==> config.mk <==
export PLATFORM = sky130hd
export DESIGN_NAME = switch_box_config_loader
export DESIGN_NICKNAME = d
export VERILOG_FILES = /design/src/rtl/switch_box_config_loader.sv
export SDC_FILE = /design/constraint.sdc
export NUM_CORES = 1
export LEC_CHECK = 0
export ABC_AREA = 1
export CELL_PAD_IN_SITES_DETAIL_PLACEMENT = 1
export CELL_PAD_IN_SITES_GLOBAL_PLACEMENT = 2
export CORE_MARGIN = 8
export CORE_UTILIZATION = 25
export CTS_BUF_LIST = sky130_fd_sc_hd__clkbuf_4 sky130_fd_sc_hd__clkbuf_8
export CTS_CLUSTER_SIZE = 12
export DETAILED_ROUTE_END_ITERATION = 7
export PLACE_DENSITY_LB_ADDON = 0.05
export SLEW_MARGIN = 20
export SYNTH_ARGS = -nofsm -noshare
export SYNTH_HDL_FRONTEND = slang
export SYNTH_SLANG_ARGS = --single-unit
==> constraint.sdc <==
create_clock -name clk -period 1.74 [get_ports clk]
set_clock_uncertainty 0.05 [all_clocks]
set_input_delay 0.261 -clock clk [delete_from_list [all_inputs] [get_ports clk]]
set_output_delay 0.261 -clock clk [all_outputs]
set_load 0.02 [all_outputs]
==> src/rtl/switch_box_config_loader.sv <==
// rtl/switch_box_config_loader.sv - word-to-serial loader for the switch-box configuration chain
// Shifts words LSB-first into the chain and strobes the latch once CHAIN_LEN bits have gone out.
module switch_box_config_loader #(
  parameter int CHAIN_LEN = 96,
  parameter int WORD_W    = 32
) (
  input  logic                           clk,
  input  logic                           rst_n,
  input  logic                           start,
  input  logic                           abort,
  input  logic [WORD_W-1:0]              in_data,
  input  logic                           in_valid,
  output logic                           in_ready,
  output logic                           cfg_out,
  output logic                           cfg_shift,
  output logic                           cfg_latch,
  output logic                           busy,
  output logic                           done,
  output logic [$clog2(CHAIN_LEN+1)-1:0] bit_count
);

  localparam int CW = $clog2(CHAIN_LEN + 1);
  localparam int RW = $clog2(WORD_W + 1);

  typedef enum logic [2:0] {
    S_IDLE,
    S_WAIT_WORD,
    S_SHIFT,
    S_LATCH,
    S_DONE
  } state_t;

  state_t            state, state_nx;
  logic [WORD_W-1:0] shreg;
  logic [RW-1:0]     remaining;
  logic [31:0]       bits_left;
  logic [RW-1:0]     rem_load;
  logic              last_bit;

  // A short final word only contributes the bits the chain still needs.
  assign bits_left = 32'(CHAIN_LEN) - 32'(bit_count);
  assign rem_load  = (bits_left < 32'(WORD_W)) ? RW'(bits_left) : RW'(WORD_W);
  assign last_bit  = ((32'(bit_count) + 32'd1) == 32'(CHAIN_LEN));

  always_comb begin
    state_nx  = state;
    in_ready  = 1'b0;
    cfg_out   = 1'b0;
    cfg_shift = 1'b0;
    cfg_latch = 1'b0;
    busy      = 1'b0;
    done      = 1'b0;
    case (state)
      S_IDLE: begin
        if (start) state_nx = S_WAIT_WORD;
      end
      S_WAIT_WORD: begin
        in_ready = 1'b1;
        busy     = 1'b1;
        if (in_valid) state_nx = S_SHIFT;
      end
      S_SHIFT: begin
        cfg_shift = 1'b1;
        cfg_out   = shreg[0];
        busy      = 1'b1;
        if (remaining == RW'(1)) state_nx = last_bit ? S_LATCH : S_WAIT_WORD;
      end
      S_LATCH: begin
        cfg_latch = 1'b1;
        busy      = 1'b1;
        state_nx  = S_DONE;
      end
      S_DONE: begin
        done = 1'b1;
        if (start) state_nx = S_WAIT_WORD;
      end
      default: state_nx = S_IDLE;
    endcase
    if (abort) state_nx = S_IDLE;
  end

  always_ff @(posedge clk) begin
    if (!rst_n) begin
      state     <= S_IDLE;
      shreg     <= '0;
      remaining <= '0;
      bit_count <= '0;
    end else begin
      state <= state_nx;
      if (abort) begin
        shreg     <= '0;
        remaining <= '0;
        bit_count <= '0;
      end else begin
        case (state)
          S_IDLE, S_DONE: begin
            if (start) bit_count <= '0;
          end
          S_WAIT_WORD: begin
            if (in_valid) begin
              shreg     <= in_data;
              remaining <= rem_load;
            end
          end
          S_SHIFT: begin
            shreg     <= shreg >> 1;
            bit_count <= bit_count + CW'(1);
            remaining <= remaining - RW'(1);
          end
          default: ;
        endcase
      end
    end
  end

endmodule

# After elaboration in Yosys (flattened, before gate mapping)
# Cells that the tools add are included.
[word_totals]
mem_bits_ro = 0
memories = 0
mem_bits_rw = 0
wordCells = 46
latchBits = 0
inputBits = 37
regBits = 48
[classes]
mux = 18
n_addsub = 4
order_cmp = 1
n_shift = 0
mul = 0
reduce_logical = 9
div = 0
bitwise_logic = 1
eq_ne = 9
[op_table]
columns = ["operator", "count"]
rows = [
  ["one-hot mux 32 bit (2 select lines)", 1],
  ["< comparator 32 x 6 -> 1 bit (second input constant)", 1],
  ["two-way mux 32 bit", 1],
  ["one-hot mux 7 bit (2 select lines)", 1],
  ["two-way mux 6 bit", 2],
  ["one-hot mux 3 bit (4 select lines)", 1],
  ["one-hot mux 6 bit (2 select lines)", 1],
  ["two-way mux 3 bit", 3],
  ["adder 7 x 1 -> 8 bit (second input constant)", 1],
  ["== test 8 x 7 -> 1 bit (second input constant)", 1],
  ["subtractor 7 x 7 -> 8 bit (first input constant)", 1],
  ["adder 7 x 1 -> 7 bit (second input constant)", 1],
  ["two-way mux 7 bit", 1],
  ["== test 3 x 2 -> 1 bit (second input constant)", 2],
  ["== test 6 x 1 -> 1 bit (second input constant)", 1],
  ["two-way mux 1 bit", 6],
  ["subtractor 6 x 1 -> 6 bit (second input constant)", 1],
  ["inequality test 2 bit (second input constant)", 2],
  ["AND reduction 2 bit", 2],
  ["nonzero test 2 bit", 2],
  ["OR reduction 2 bit", 2],
  ["== test 3 x 1 -> 1 bit (second input constant)", 1],
  ["== test 3 bit (second input constant)", 1],
  ["zero test 3 bit", 1],
  ["other kinds (5)", 5],
]

# Longest topological paths before layout
[depth]
depth_word = 5
mapped_depth = 12
mapped_depth_nobuf = 12

# Worst setup path before layout
# No wires, ideal clock.
[synth_path]
path_type = "register to register"
start = "register bit_count[0]"
end = "register remaining[5]"
path_stages_with_launch = 13
required_ns = 1.561
t_arrival_ns = 1.608
setup_time_ns = 0.129
n_path_buf = 0
slack_ns = -0.046
period_less_slack_ns = 1.786
path_cell_list = "dfxtp_1 > inv_1 > ha_1 > inv_1 > nor2_4 > nand2_1 > nand2_1 > nand2_1 > nand2_1 > nor2_2 > nor2_1 > nor2_1 > nor2_1"
[synth_between]
elab_chain_len = 5
[synth_rtl]
columns = ["element", "line", "text"]
rows = [
  ["start: declaration", "19", "output logic [$clog2(CHAIN_LEN+1)-1:0] bit_count"],
  ["start signal: assignment", "107", "bit_count <= bit_count + CW'(1);"],
  ["subtractor 7 x 7 -> 8 bit *", "41", "assign bits_left = 32'(CHAIN_LEN) - 32'(bit_count);"],
  ["< comparator 32 x 6 -> 1 bit", "42", "assign rem_load = (bits_left < 32'(WORD_W)) ? RW'(bits_left) : RW'(WORD_W);"],
  ["two-way mux 6 bit *", "42", ""],
  ["two-way mux 6 bit *", "100", "if (in_valid) begin"],
  ["one-hot mux 6 bit (2 select lines) *", "95", "case (state)"],
  ["end signal: assignment", "102", "remaining <= rem_load;"],
  ["end signal: assignment", "108", "remaining <= remaining - RW'(1);"],
  ["end: declaration", "35", "logic [RW-1:0] remaining;"],
]
# Every way passes the cells marked *; elsewhere a longest branch is shown, timed or not. The select of a mux whose other input is x is not followed.
# A chain may end at the register's enable or synchronous reset.

# Final worst setup path
[layout_path]
start = "register bit_count[6]"
end = "output port bit_count[6]"
# No word-level cell between the ends.

==> summary.md <==
### Run status
- run status: completed

### Floorplanning
- DIE AREA: 13200 um2
- Top-Level Pins: 50
- width of the die: 115 um
- Starting Density: 0.253
- die boundary height: 115 um
- number of rows in the core area: 36
- Floorplan Core Area: 9640 um2

### GRT
- largest net degree at the start of global routing: 25
- overall track demand over capacity in global routing: 0.112
- Remaining Overflow, GRT: 0
- GR Layer Usage met1: 0.142
- initial antenna violation count: 0
- busiest layer in global routing: met2
- wire length of the first global-routing pass: 11.9 mm
- number of global-route vias before repair: 2426
- global-route met2 utilization: 0.188
- met3 usage in global routing: 0.0289

### Power
- Switching Share: 0.248
- leakage: 1.24 nW
- worst ir drop on vdd: 0.000285 V
- Power Dens Cells: 648 nW/um2
- cell internal power dissipation: 0.00158 W
- share of total power in the clock network: 0.351
- portion of total power attributed to combinational logic: 0.116
- net switching power of the design: 0.000521 W
- Flop pwr share: 0.533

### Route
- DR vias/cell: 4.48
- final routed wirelength across all metal layers: 7.24 mm
- routed wirelength normalized by instance count: 13.7 um
- number of DRC violations after detailed-routing iteration 0: 52
- DRC Markers: 0
- vias after detailed routing: 2360
- number of iterations in the first detailed-routing pass: 4
- post-route antenna net violation count: 0

### Placement
- routability-driven placement congestion ratio: 0.687
- post-DP HPWL: 5.41 mm
- number of buffer cells added on primary ports: 49

### Clock network
- buffers from clock root to sink, at most: 2
- worst skew pair latency: 0.30 ns
- CTS H-tree lvls: 2
- number of buffers created by CTS: 5
- CTS tree: built
- clk sink count: 48
- CTS Root Buffer Type: sky130_fd_sc_hd__clkbuf_8
- hold_buf cts: 0
- buffers inserted during post-CTS setup optimization: 0
- clock-pin slew on the worst setup and hold paths: 0.10 ns

### Synth
- Post-synth EDFFs: 0
- synthesis-stage register bit count: 48
- share of cell area taken by muxes after synthesis: 0
- most frequently used flop master after synthesis: sky130_fd_sc_hd__dfxtp_1
- leading post-synthesis cells by cell area: sky130_fd_sc_hd__dfxtp_1 (39%), sky130_fd_sc_hd__nand2_1 (14%), sky130_fd_sc_hd__nor2_1 (7.2%)
- simple logic cell fraction of the synthesized area: 0.287
- adder-cell share of the synthesized area: 0.0257
- post-synthesis sequential area ratio: 0.394
- xor/xnor share of the synthesized area: 0.00719
- average instance area after synthesis: 7.30 um2
- mapped cell area: 2440 um2
- share of the synthesized area in the top cell type: 0.394
- Yosys top cell by area: sky130_fd_sc_hd__dfxtp_1
- number of nets in the synthesized netlist: 376
- dominant combinational cell family by area after synthesis: simple AND/OR/NAND/NOR gates
- number of warnings printed during yosys synthesis: 0
- compound-cell area share of the yosys netlist: 0.187
- count of cell types in the netlist: 33
- FFs w/ async S/R, synth: 0
- Mapped Cells: 334

### Timing
- count of endpoints failing setup in the final report: 0
- unrepaired setup endpoints after global routing: no
- headroom to the max-slew limit: 0.765
- Final Critical Period: 1.68 ns
- Hold Violations, Final: 0
- sum of negative setup slack: 0 ns
- part of the cycle the worst path needs: 0.963
- Least-Margin Pin Slew: 0.352 ns
- final-report max-slew violation count: 0
- Max Fclk: 0.597 GHz

### Min path
- Worst Hold Class: flop to flop

### Critical path
- standard cell with the maximum stage delay on the critical path: sky130_fd_sc_hd__clkdlybuf4s50_1
- worst-path cell chain: clkdlybuf4s50_1
- critical path class: flop to output pin
- maximum fanout along the worst path: 5
- CP Data Arrival Time: 1.36 ns
- required time at the endpoint of the critical path: 1.43 ns
- cell type group with the largest total delay on the critical path: buffers and inverters
- endpoint kind of the worst setup timing path: output pin
- buffers plus inverters on the worst setup path: 1
- largest incremental delay on the critical path: 0.64 ns
- type of element launching the critical path: flop

### Cells and area
- net total in the final layout: 435
- ratio of cells with drive above 1 in the final layout: 0.140
- post-layout util: 0.336
- Area Overhead vs Synth: 32.9%
- storage element area: 967 um2
- area of combinational cells with multiple inputs: 1240 um2
- number of filler cells placed in the layout: 1243
- number of diodes added for antenna fixing: 0

### Flow run
- max_cap viols: 0

-- layout make-up --
type / count / share of cell area
Clock buffer: 7 / 0.0278
Clock inverter: 1 / 0.00232
Sequential cell: 48 / 0.299
Tap cell: 133 / 0.0514
Timing Repair Buffer: 69 / 0.198
Multi-Input combinational cell: 238 / 0.384
Inverter: 31 / 0.0375
-- cell families (layout without fill, tap and decap cells) --
family,after synthesis,count (layout)
buffers and inverters,48,108
adders and majority gates,5,5
and+or+nand+nor,163,163
AOI/OAI and AO/OA,68,68
DFF,48,48
xor gates and xnor gates,2,2
-- layer usage --
layer	up-vias	wire [um]	share of wire
li1	1221	-	-
met1	1100	3510	0.48
met2	35	3420	0.47
met3	4	266	0.037
met4	0	54	0.0075
met5	-	0	0
-- path summary, 6_finish.rpt --
| kind | from | endpoint | slack [ns] | cells after the start |
|---|---|---|---|---|
| setup / recovery | bit_count[6]$_SDFFE_PP0P_ | bit_count[6] | 0.06 | 1 |
| hold / removal | shreg[24]$_SDFFE_PP0P_ | shreg[24]$_SDFFE_PP0P_ | 0.42 | 2 |
| setup reg to reg | bit_count[0]$_SDFFE_PP0P_ | remaining[0]$_SDFFE_PP0P_ | 0.14 | 11 |
| hold reg to reg | shreg[24]$_SDFFE_PP0P_ | shreg[24]$_SDFFE_PP0P_ | 0.42 | 2 |
-- cells in the mapped netlist (3+ instances only) --
cell type / count
sky130_fd_sc_hd__buf_2: 5
sky130_fd_sc_hd__nand2_1: 88
sky130_fd_sc_hd__ha_1: 5
sky130_fd_sc_hd__buf_6: 6
sky130_fd_sc_hd__dfxtp_1: 48
sky130_fd_sc_hd__a31oi_1: 11
sky130_fd_sc_hd__inv_1: 24
sky130_fd_sc_hd__a22oi_1: 6
sky130_fd_sc_hd__inv_2: 6
sky130_fd_sc_hd__nor2_4: 3
sky130_fd_sc_hd__o221ai_1: 14
sky130_fd_sc_hd__nand3_1: 15
sky130_fd_sc_hd__nor2_1: 47
sky130_fd_sc_hd__o21ai_0: 5
sky130_fd_sc_hd__clkbuf_1: 4
sky130_fd_sc_hd__a21oi_1: 22
-- state kept, by name, indices dropped and copies added (netlist names) --
name	flops
shreg	32
bit_count	7
remaining	6
state	3
-- placed cells by master, fill, tap and decap left out, drive strengths merged --
| cell type | n |
|---|---|
| nor3 | 2 |
| o221ai | 14 |
| dfxtp | 48 |
| xnor2 | 1 |
| clkdlybuf4s15 | 1 |
| inv | 31 |
| xor2 | 1 |
| nor2 | 52 |
| o22ai | 1 |
| buf | 21 |
| nand4 | 2 |
| clkdlybuf4s50 | 38 |
| o211ai | 2 |
| a22oi | 6 |
| clkbuf | 8 |
| nand3 | 15 |
| o21ai | 7 |
| dlymetal6s2s | 2 |
| clkinvlp | 1 |
| o21bai | 1 |
| a31oi | 12 |
| ha | 5 |
| dlygate4sd2 | 6 |
| a221oi | 1 |
| a21oi | 24 |
| nand2 | 92 |
-- power by group through the flow --
stage	sequential (W)	clock (W)	combinational [W]
after CTS	0.00112	0.000776	0.000249
final	0.00112	0.000736	0.000244
after detailed placement	0.00115	0	0.000251
after global placement	0.00115	0	0.000251
after floorplan	0.00114	0	0.000118
after global routing	0.00112	0.000820	0.000271
-- stage by stage --
| stage | cells | hold WS, ns | worst slack, ns | total power (W) | instance area, um2 |
|---|---|---|---|---|---|
| 2_1_floorplan | 334 | 0.359 | 0.0466 | 0.00126 | 2440 |
| 3_3_place_gp | 519 | 0.402 | 0.0679 | 0.00140 | 3140 |
| 3_5_place_dp | 519 | 0.410 | 0.0424 | 0.00140 | 3140 |
| 4_1_cts | 527 | 0.423 | 0.0121 | 0.00215 | 3230 |
| 5_1_grt | 527 | 0.436 | 0.00423 | 0.00221 | 3240 |
| 6_report | 527 | 0.420 | 0.0643 | 0.00210 | 3240 |
-- timing repair --
| action | CTS | global route |
|---|---|---|
| resized for setup | 12 | 13 |
| pin swaps | 0 | 1 |
| setup endpoints to repair | 10 | 17 |
Power figures use the tool's default switching activity.
